`src/rtl/hamming_codec_arbiter.sv`:
```
// hamming_codec_arbiter
//   Shares one external combinational Hamming(8,4) encoder/decoder pair
//   between two requesters. A round-robin arbiter grants one request at a
//   time. The granted operand is registered onto codec_din. The codec
//   outputs are captured one cycle later and returned on the owner's
//   response channel. Saturating counters track corrected and uncorrectable
//   decode results.
//
// Handshakes (both channels): a transfer happens on a rising clk edge where
//   valid and ready are both high for the same requester bit. The sender
//   holds valid and its payload until that edge. The receiver's ready may
//   depend combinationally on valid. After valid rises, the payload does
//   not change until the transfer completes.
//
// Ports
//   clk, rst              clock, synchronous active-high reset
//   req_valid/ready[1:0]  request channel, one bit per requester
//   req_mode[1:0]         per requester: 0 = encode, 1 = decode
//   req_data[15:0]        requester i operand on [8i+7:8i]
//   rsp_valid/ready[1:0]  response channel; only the owner's bit is used
//   rsp_data[7:0]         codeword (encode) or decoded data (decode)
//   rsp_status[4:0]       {syndrome, errors}; zero for encode
//   codec_din[7:0]        registered operand to the external codec
//   codec_enc/dec/syn/err codec results
//   busy                  high whenever the FSM is not IDLE
//   cnt_clr               clears both error counters
//   cnt_single/double     saturating error counters
//   state_dbg[1:0]        current FSM state (0 IDLE, 1 CALC, 2 RESP)

module hamming_codec_arbiter #(
  parameter int CNT_W = 8
) (
  input  logic             clk,
  input  logic             rst,
  input  logic [1:0]       req_valid,
  input  logic [1:0]       req_mode,
  input  logic [15:0]      req_data,
  output logic [1:0]       req_ready,
  output logic [1:0]       rsp_valid,
  input  logic [1:0]       rsp_ready,
  output logic [7:0]       rsp_data,
  output logic [4:0]       rsp_status,
  output logic [7:0]       codec_din,
  input  logic [7:0]       codec_enc,
  input  logic [7:0]       codec_dec,
  input  logic [2:0]       codec_syn,
  input  logic [1:0]       codec_err,
  output logic             busy,
  input  logic             cnt_clr,
  output logic [CNT_W-1:0] cnt_single,
  output logic [CNT_W-1:0] cnt_double,
  output logic [1:0]       state_dbg
);

  typedef enum logic [1:0] {
    S_IDLE = 2'd0,
    S_CALC = 2'd1,
    S_RESP = 2'd2
  } state_t;

  state_t state_q, state_d;

  logic       last_q;   // requester granted most recently
  logic       owner_q;  // requester owning the current transaction
  logic       mode_q;   // 1 = decode
  logic       grant;
  logic       accept;
  logic       rsp_done;
  logic [7:0] sel_data;
  logic       inc_single;
  logic       inc_double;

  // Round-robin: the requester after last_q has priority. A lone valid
  // requester is granted regardless of priority.
  always_comb begin
    grant = 1'b0;
    if (last_q) begin
      grant = req_valid[0] ? 1'b0 : 1'b1;
    end else begin
      grant = req_valid[1] ? 1'b1 : 1'b0;
    end
  end

  assign sel_data = grant ? req_data[15:8] : req_data[7:0];
  assign accept   = (state_q == S_IDLE) && !rst && req_valid[grant];
  assign rsp_done = (state_q == S_RESP) && rsp_ready[owner_q];

  // State register
  always_ff @(posedge clk) begin
    if (rst) begin
      state_q <= S_IDLE;
    end else begin
      state_q <= state_d;
    end
  end

  // Next-state logic
  always_comb begin
    state_d = state_q;
    case (state_q)
      S_IDLE:  if (accept) state_d = S_CALC;
      S_CALC:  state_d = S_RESP;
      S_RESP:  if (rsp_done) state_d = S_IDLE;
      default: state_d = S_IDLE;
    endcase
  end

  // Output logic. req_ready is masked during reset so that no request
  // appears accepted on a cycle where the FSM is being cleared.
  always_comb begin
    req_ready = 2'b00;
    rsp_valid = 2'b00;
    case (state_q)
      S_IDLE: if (!rst && req_valid[grant]) req_ready[grant] = 1'b1;
      S_RESP: rsp_valid[owner_q] = 1'b1;
      default: ;
    endcase
  end

  assign busy      = (state_q != S_IDLE);
  assign state_dbg = state_q;

  // Transaction registers. The operand is captured at accept time, so later
  // changes on req_data/req_mode do not affect the result.
  always_ff @(posedge clk) begin
    if (rst) begin
      last_q     <= 1'b1;
      owner_q    <= 1'b0;
      mode_q     <= 1'b0;
      codec_din  <= 8'h00;
      rsp_data   <= 8'h00;
      rsp_status <= 5'h00;
    end else begin
      if (accept) begin
        owner_q <= grant;
        mode_q  <= req_mode[grant];
        // Encode takes only the low nibble; the upper nibble is forced to
        // zero so the codec sees a clean operand.
        codec_din <= req_mode[grant] ? sel_data : {4'b0000, sel_data[3:0]};
      end
      if (state_q == S_CALC) begin
        if (mode_q) begin
          rsp_data   <= codec_dec;
          rsp_status <= {codec_syn, codec_err};
        end else begin
          rsp_data   <= codec_enc;
          rsp_status <= 5'h00;
        end
      end
      if (rsp_done) begin
        last_q <= owner_q;
      end
    end
  end

  // Error counters. A clear in the same cycle as an increment wins.
  assign inc_single = (state_q == S_CALC) && mode_q && (codec_err == 2'b01);
  assign inc_double = (state_q == S_CALC) && mode_q && codec_err[1];

  always_ff @(posedge clk) begin
    if (rst || cnt_clr) begin
      cnt_single <= '0;
      cnt_double <= '0;
    end else begin
      if (inc_single && (cnt_single != {CNT_W{1'b1}})) begin
        cnt_single <= cnt_single + {{(CNT_W-1){1'b0}}, 1'b1};
      end
      if (inc_double && (cnt_double != {CNT_W{1'b1}})) begin
        cnt_double <= cnt_double + {{(CNT_W-1){1'b0}}, 1'b1};
      end
    end
  end

endmodule

```
`config.mk`:
```
export PLATFORM = sky130hd
export DESIGN_NAME = hamming_codec_arbiter
export DESIGN_NICKNAME = d
export VERILOG_FILES = /design/src/rtl/hamming_codec_arbiter.sv
export SDC_FILE = /design/constraint.sdc
export NUM_CORES = 1
export LEC_CHECK = 0
export BUFFER_PORTS_ARGS = -buffer_cell sky130_fd_sc_hd__buf_2
export CAP_MARGIN = 10
export CORE_ASPECT_RATIO = 1.2
export CORE_MARGIN = 1.5
export CORE_UTILIZATION = 45
export CTS_CLUSTER_SIZE = 8
export DETAILED_ROUTE_END_ITERATION = 8
export PLACE_DENSITY_LB_ADDON = 0.3
export RECOVER_POWER = 25
export SYNTH_ARGS = -nofsm -noshare
export SYNTH_HDL_FRONTEND = slang
export SYNTH_SLANG_ARGS = --single-unit
```
`constraint.sdc`:
```
create_clock -name clk -period 4.7 [get_ports clk]
set_clock_uncertainty 0.2 [all_clocks]
set_input_delay 0.705 -clock clk [delete_from_list [all_inputs] [get_ports clk]]
set_output_delay 0.705 -clock clk [all_outputs]
set_load 0.1 [all_outputs]
```
=== After elaboration in Yosys (flattened, before gate mapping) ===
Cells that the tools add are included.

* $add $sub $neg: 2
* Order comparisons: 4
* Equal/unequal tests: 7
* Mux-type cells: 23
* Reductions and logical operators: 16

{| class="wikitable"
|+ Operator list
! cell !! count
|-
| 8-bit 2-to-1 mux || 3
|-
| 8-bit by 1-bit adder with 8-bit output (second input constant) || 2
|-
| 8-bit inequality test (second input constant) || 2
|-
| 1-bit logical AND || 11
|-
| 1-bit 2-to-1 mux || 11
|-
| 2-bit 2-to-1 mux || 5
|-
| 2-bit case mux with 3 select lines || 1
|-
| 5-bit 2-to-1 mux || 1
|-
| 2-bit by 1-bit == test with 1-bit output (second input constant) || 2
|-
| 1-bit by 2-bit < comparator with 1-bit output (second input constant) || 2
|-
| 2-bit inequality test (second input constant) || 2
|-
| 1-bit demux with 1-bit select || 2
|-
| 2-bit == test (second input constant) || 1
|-
| 1-bit greater-or-equal comparator (second input constant) || 2
|-
| 2-bit logical NOT || 1
|-
| 2-bit AND reduction || 1
|-
| 2-bit nonzero test || 1
|-
| 1-bit logical NOT || 1
|-
| 1-bit logical OR || 1
|}

* Bits in registers: 42
* Input port bits: 46
* Output and inout port bits: 44
* Logic and storage cells: 61

=== Logic depth before layout (Yosys ltp) ===
* Word-level depth: 8
* Gate-level depth with buffers: 5
* Gate-level depth less buffers: 5

=== Worst setup path before layout ===
OpenSTA, ideal clock, no wires.

* Path type: reg2out
* Start point: reg state_q[0], in the netlist state_dbg[0]
* End point: out req_ready[1]
* Arrival time: 3.193 ns
* Data required time: 3.795 ns
* Path slack: 0.602 ns
* Cell stages (with the launch flop): 5
* Buffers on the path: 1
* Path through: dfxtp_1 > or2_2 > or3_1 > clkbuf_1 > nor2_1

* Longest elaborated chain between the ends: 2

{| class="wikitable"
|+ RTL lines
! element !! line !! text
|-
| start, declared || 61 || <nowiki>state_t state_q, state_d;</nowiki>
|-
| start signal, assigned || 93 || <nowiki>state_q <= state_d;</nowiki>
|-
| 2-bit logical NOT || 113 || <nowiki>case (state_q)</nowiki>
|-
| 2-bit 2-to-1 mux || 113 ||
|-
| end, declared || 38 || <nowiki>output logic [1:0] req_ready,</nowiki>
|}

No other way between the ends.

=== Worst setup path after layout ===
* Start point: in rst
* End point: out req_ready[0]

* Longest elaborated chain between the ends: 4

{| class="wikitable"
|+ RTL lines
! element !! line !! text
|-
| start, declared || 34 || <nowiki>input logic rst,</nowiki>
|-
| 1-bit logical NOT || 114 || <nowiki>S_IDLE: if (!rst && req_valid[grant]) req_ready[grant] = 1'b1;</nowiki>
|-
| 1-bit logical AND || 114 ||
|-
| 2-bit 2-to-1 mux || 114 ||
|-
| 2-bit 2-to-1 mux || 113 ||
|}

No other way between the ends.

==> impl_metrics.env <==
export IMPL_reg2reg_slack_ns=2.32
export IMPL_cts_tree="built"
export IMPL_startpoint_type="primary input"
export IMPL_clk_latency_ns=0.29
export IMPL_numPortBuffers=89
export IMPL_synth_xor_xnor_area_share=0.0183
export IMPL_gp_congestion=0.809
export IMPL_die_width_um=62.6
export IMPL_crit_start="rst"
export IMPL_crit_fanout=25
export IMPL_max_freq_mhz=309
export IMPL_antenna_found_initial=0
export IMPL_leakage_uw=0.00113
export IMPL_dieHeight_um=74.5
export IMPL_ios=90
export IMPL_cts_resized=0
export IMPL_maxSlewHeadroom=0.228
export IMPL_mostFrequentLayoutCells="85 x buf_2, 42 x dfxtp_1, 32 x nor2_1"
export IMPL_p_int_uw=597
export IMPL_synth_top_area_cell="dfxtp_1"
export IMPL_tns_ns=0
export IMPL_maxCapViolCount=0
export IMPL_crit_end="req_ready[0]"
export IMPL_core_area_um2=4000
export IMPL_r2r_start="mode_q"
export IMPL_hold_path_class="reg2reg"
export IMPL_arrival_ns=2.33
export IMPL_drc_errors=0
export IMPL_outcome="completed"
export IMPL_min_period_over_period=0.689
export IMPL_yosysSeqAreaShare=0.438
export IMPL_final_antenna_net_count=0
export IMPL_num_antenna_cells=0
export IMPL_routedWlPerCell_um=12.3
export IMPL_place_ws_ns=1.70
export IMPL_reg2reg_to="cnt_single[5]"
export IMPL_power_uw=939
export IMPL_first_global_vias=1709
export IMPL_h_tree_depth=2
export IMPL_crit_path_end_kind="output port"
export IMPL_num_rows=25
export IMPL_initial_core_util=0.479
export IMPL_cts_buffers=5
export IMPL_hold_viol_final=0
export IMPL_tightest_slew_ns=1.16
export IMPL_fin_crit_ns=3.24
export IMPL_rsz0062_at_grt="false"
export IMPL_synth_seq_cells=42
export IMPL_muxShareOfSynthArea=0.104
export IMPL_yosys_area_share_simple=0.207
export IMPL_synth_area_leaders="dfxtp_1 44%, mux2i_1 10%, a211oi_1 6.7%, nor2_1 6.3%, a21oi_1 2.9%"
export IMPL_synthCells=214
export IMPL_setup_ws_ns=1.46
export IMPL_vias=1860
export IMPL_root_buffer="clkbuf_8"
export IMPL_syn_area_um2=1920
export IMPL_drive_above_1_share=0.325
export IMPL_syn_to_final_growth_pct=29.9
export IMPL_synth_cell_type_count=40
export IMPL_synthAdderAreaFrac=0.0130
export IMPL_layout_nets=349
export IMPL_power_density_nw_per_um2=377
export IMPL_cts_clk_slew_worst_paths_ns=0.07
export IMPL_p_seq_frac=0.422
export IMPL_dp_hpwl_mm=3.30
export IMPL_clkPwrFrac=0.292
export IMPL_netSwitchingPower_uw=342
export IMPL_grt_pass1_wl_mm=7.29
export IMPL_setup_viol=0
export IMPL_first_pass_iters=4
export IMPL_hold_buffers=0
export IMPL_pwr_share_comb=0.286
export IMPL_routed_wl_mm=4.36
export IMPL_synth_top_family_by_area="simple AND/OR/NAND/NOR gates"
export IMPL_cts_setup_buffers=0
export IMPL_r2r_cells=4
export IMPL_crit_type="in2out"
export IMPL_drt_first_iter_violations=81
export IMPL_synth_warnings=0
export IMPL_syn_avg_cell_area_um2=8.96
export IMPL_vdd_drop_max_mv=0.266
export IMPL_slew_viol_final=0
export IMPL_viasPerCell=5.22
export IMPL_final_common_cell="buf_2"
export IMPL_syn_nets=262
export IMPL_track_usage=0.192
export IMPL_synth_top_cell_area_share=0.438
export IMPL_dieArea_um2=4660
export IMPL_synth_compound_area_frac=0.181
export IMPL_clock_sinks=42
export IMPL_critPathRequiredTime_ns=3.80
export IMPL_p_sw_frac=0.364
export IMPL_grt_max_degree=26
export IMPL_grt_overflow=0
export IMPL_clk_path_buf_depth=2
-- kinds of logic after synthesis --
logic type,count (synthesis)
mux,20
compound gates,48
xor+xnor,4
buf+inv,18
simple gates,80
flops,42
fa+ha+maj,2
-- critical path: stages --
cell	delay, ns
clkbuf_1	0.39
or3_1	0.60
inv_1	0.09
and2_1	0.12
buf_2	0.42
-- metal layers --
metal | wire (µm) | track usage | vias to the layer above | part of all wire
li1 | - | - | 952 | -
met1 | 1940 | 0.227 | 837 | 0.44
met2 | 2100 | 0.341 | 66 | 0.48
met3 | 281 | 0.0545 | 5 | 0.064
met4 | 42 | 0.0667 | 0 | 0.0096
met5 | 0 | 0 | - | 0
-- worst min path at each step --
stage             startpoint             to  slack (ns)  cells past startpoint
2_1_floorplan         last_q         last_q        0.31                      2
3_3_place_gp   rsp_status[2]  rsp_status[2]        0.24                      2
3_5_place_dp    codec_din[5]   codec_din[5]        0.24                      2
4_1_cts         codec_din[5]   codec_din[5]        0.26                      2
5_1_grt         codec_din[7]   codec_din[7]        0.29                      2
6_report       rsp_status[4]  rsp_status[4]        0.26                      2
-- cells in the mapped netlist --
cell       instances
or2_1              1
dfxtp_1           42
o31ai_1            2
nor2_1            32
and3_1             3
a211oi_1          17
o32ai_1            4
a2111oi_1          1
a2111oi_2          1
nand4b_1           1
ha_1               2
a31oi_1            2
and2_1             2
clkbuf_1           7
and4_1             1
nand3_1           10
buf_2              3
o21ai_0            3
buf_1              1
nor3_1             2
o41ai_1            1
nand4_1            3
mux2i_1           20
o21bai_1           1
xor2_1             1
nand4b_2           1
o211ai_1           2
inv_1              7
and4b_1            1
a31o_2             1
nor2b_1            4
nor4_1             2
a21oi_1           11
or3_1              3
nand2_1           10
a41o_1             1
xnor2_1            3
or2_2              3
nand2b_1           1
a211oi_2           1
-- power by group through the flow --
stage	clock network [µW]	logic, µW	registers (µW)
final	274	268	396
after CTS	279	271	396
after global routing	295	283	399
after global placement	0	269	405
after detailed placement	0	271	404
after floorplan	0	102	521
-- final cells by class --
| cell class | instances | area (µm²) |
|---|---|---|
| clock buffers | 7 | 76.3 |
| clock inverters | 1 | 30.0 |
| fillers | 403 | 1510 |
| inverters | 7 | 26.3 |
| multi-input cells | 154 | 1000 |
| flip-flops and latches | 42 | 841 |
| well taps | 54 | 67.6 |
| repair buffers | 91 | 452 |
-- flip-flops by register name, indices dropped and copies added (netlist names) --
| signal | count |
|---|---|
| cnt_double | 8 |
| cnt_single | 8 |
| codec_din | 8 |
| last_q | 1 |
| mode_q | 1 |
| owner_q | 1 |
| rsp_data | 8 |
| rsp_status | 5 |
| state_dbg | 2 |
-- per-stage QoR --
stage / instance area (µm²) / utilization / instances / hold slack [ns]
after global routing: 2490 / 0.623 / 356 / 0.286
final: 2490 / 0.623 / 356 / 0.258
after CTS: 2510 / 0.626 / 356 / 0.259
after detailed placement: 2400 / 0.600 / 348 / 0.244
after floorplan: 1920 / - / 214 / 0.309
after global placement: 2400 / 0.600 / 348 / 0.243
Power figures use the tool's default switching activity.
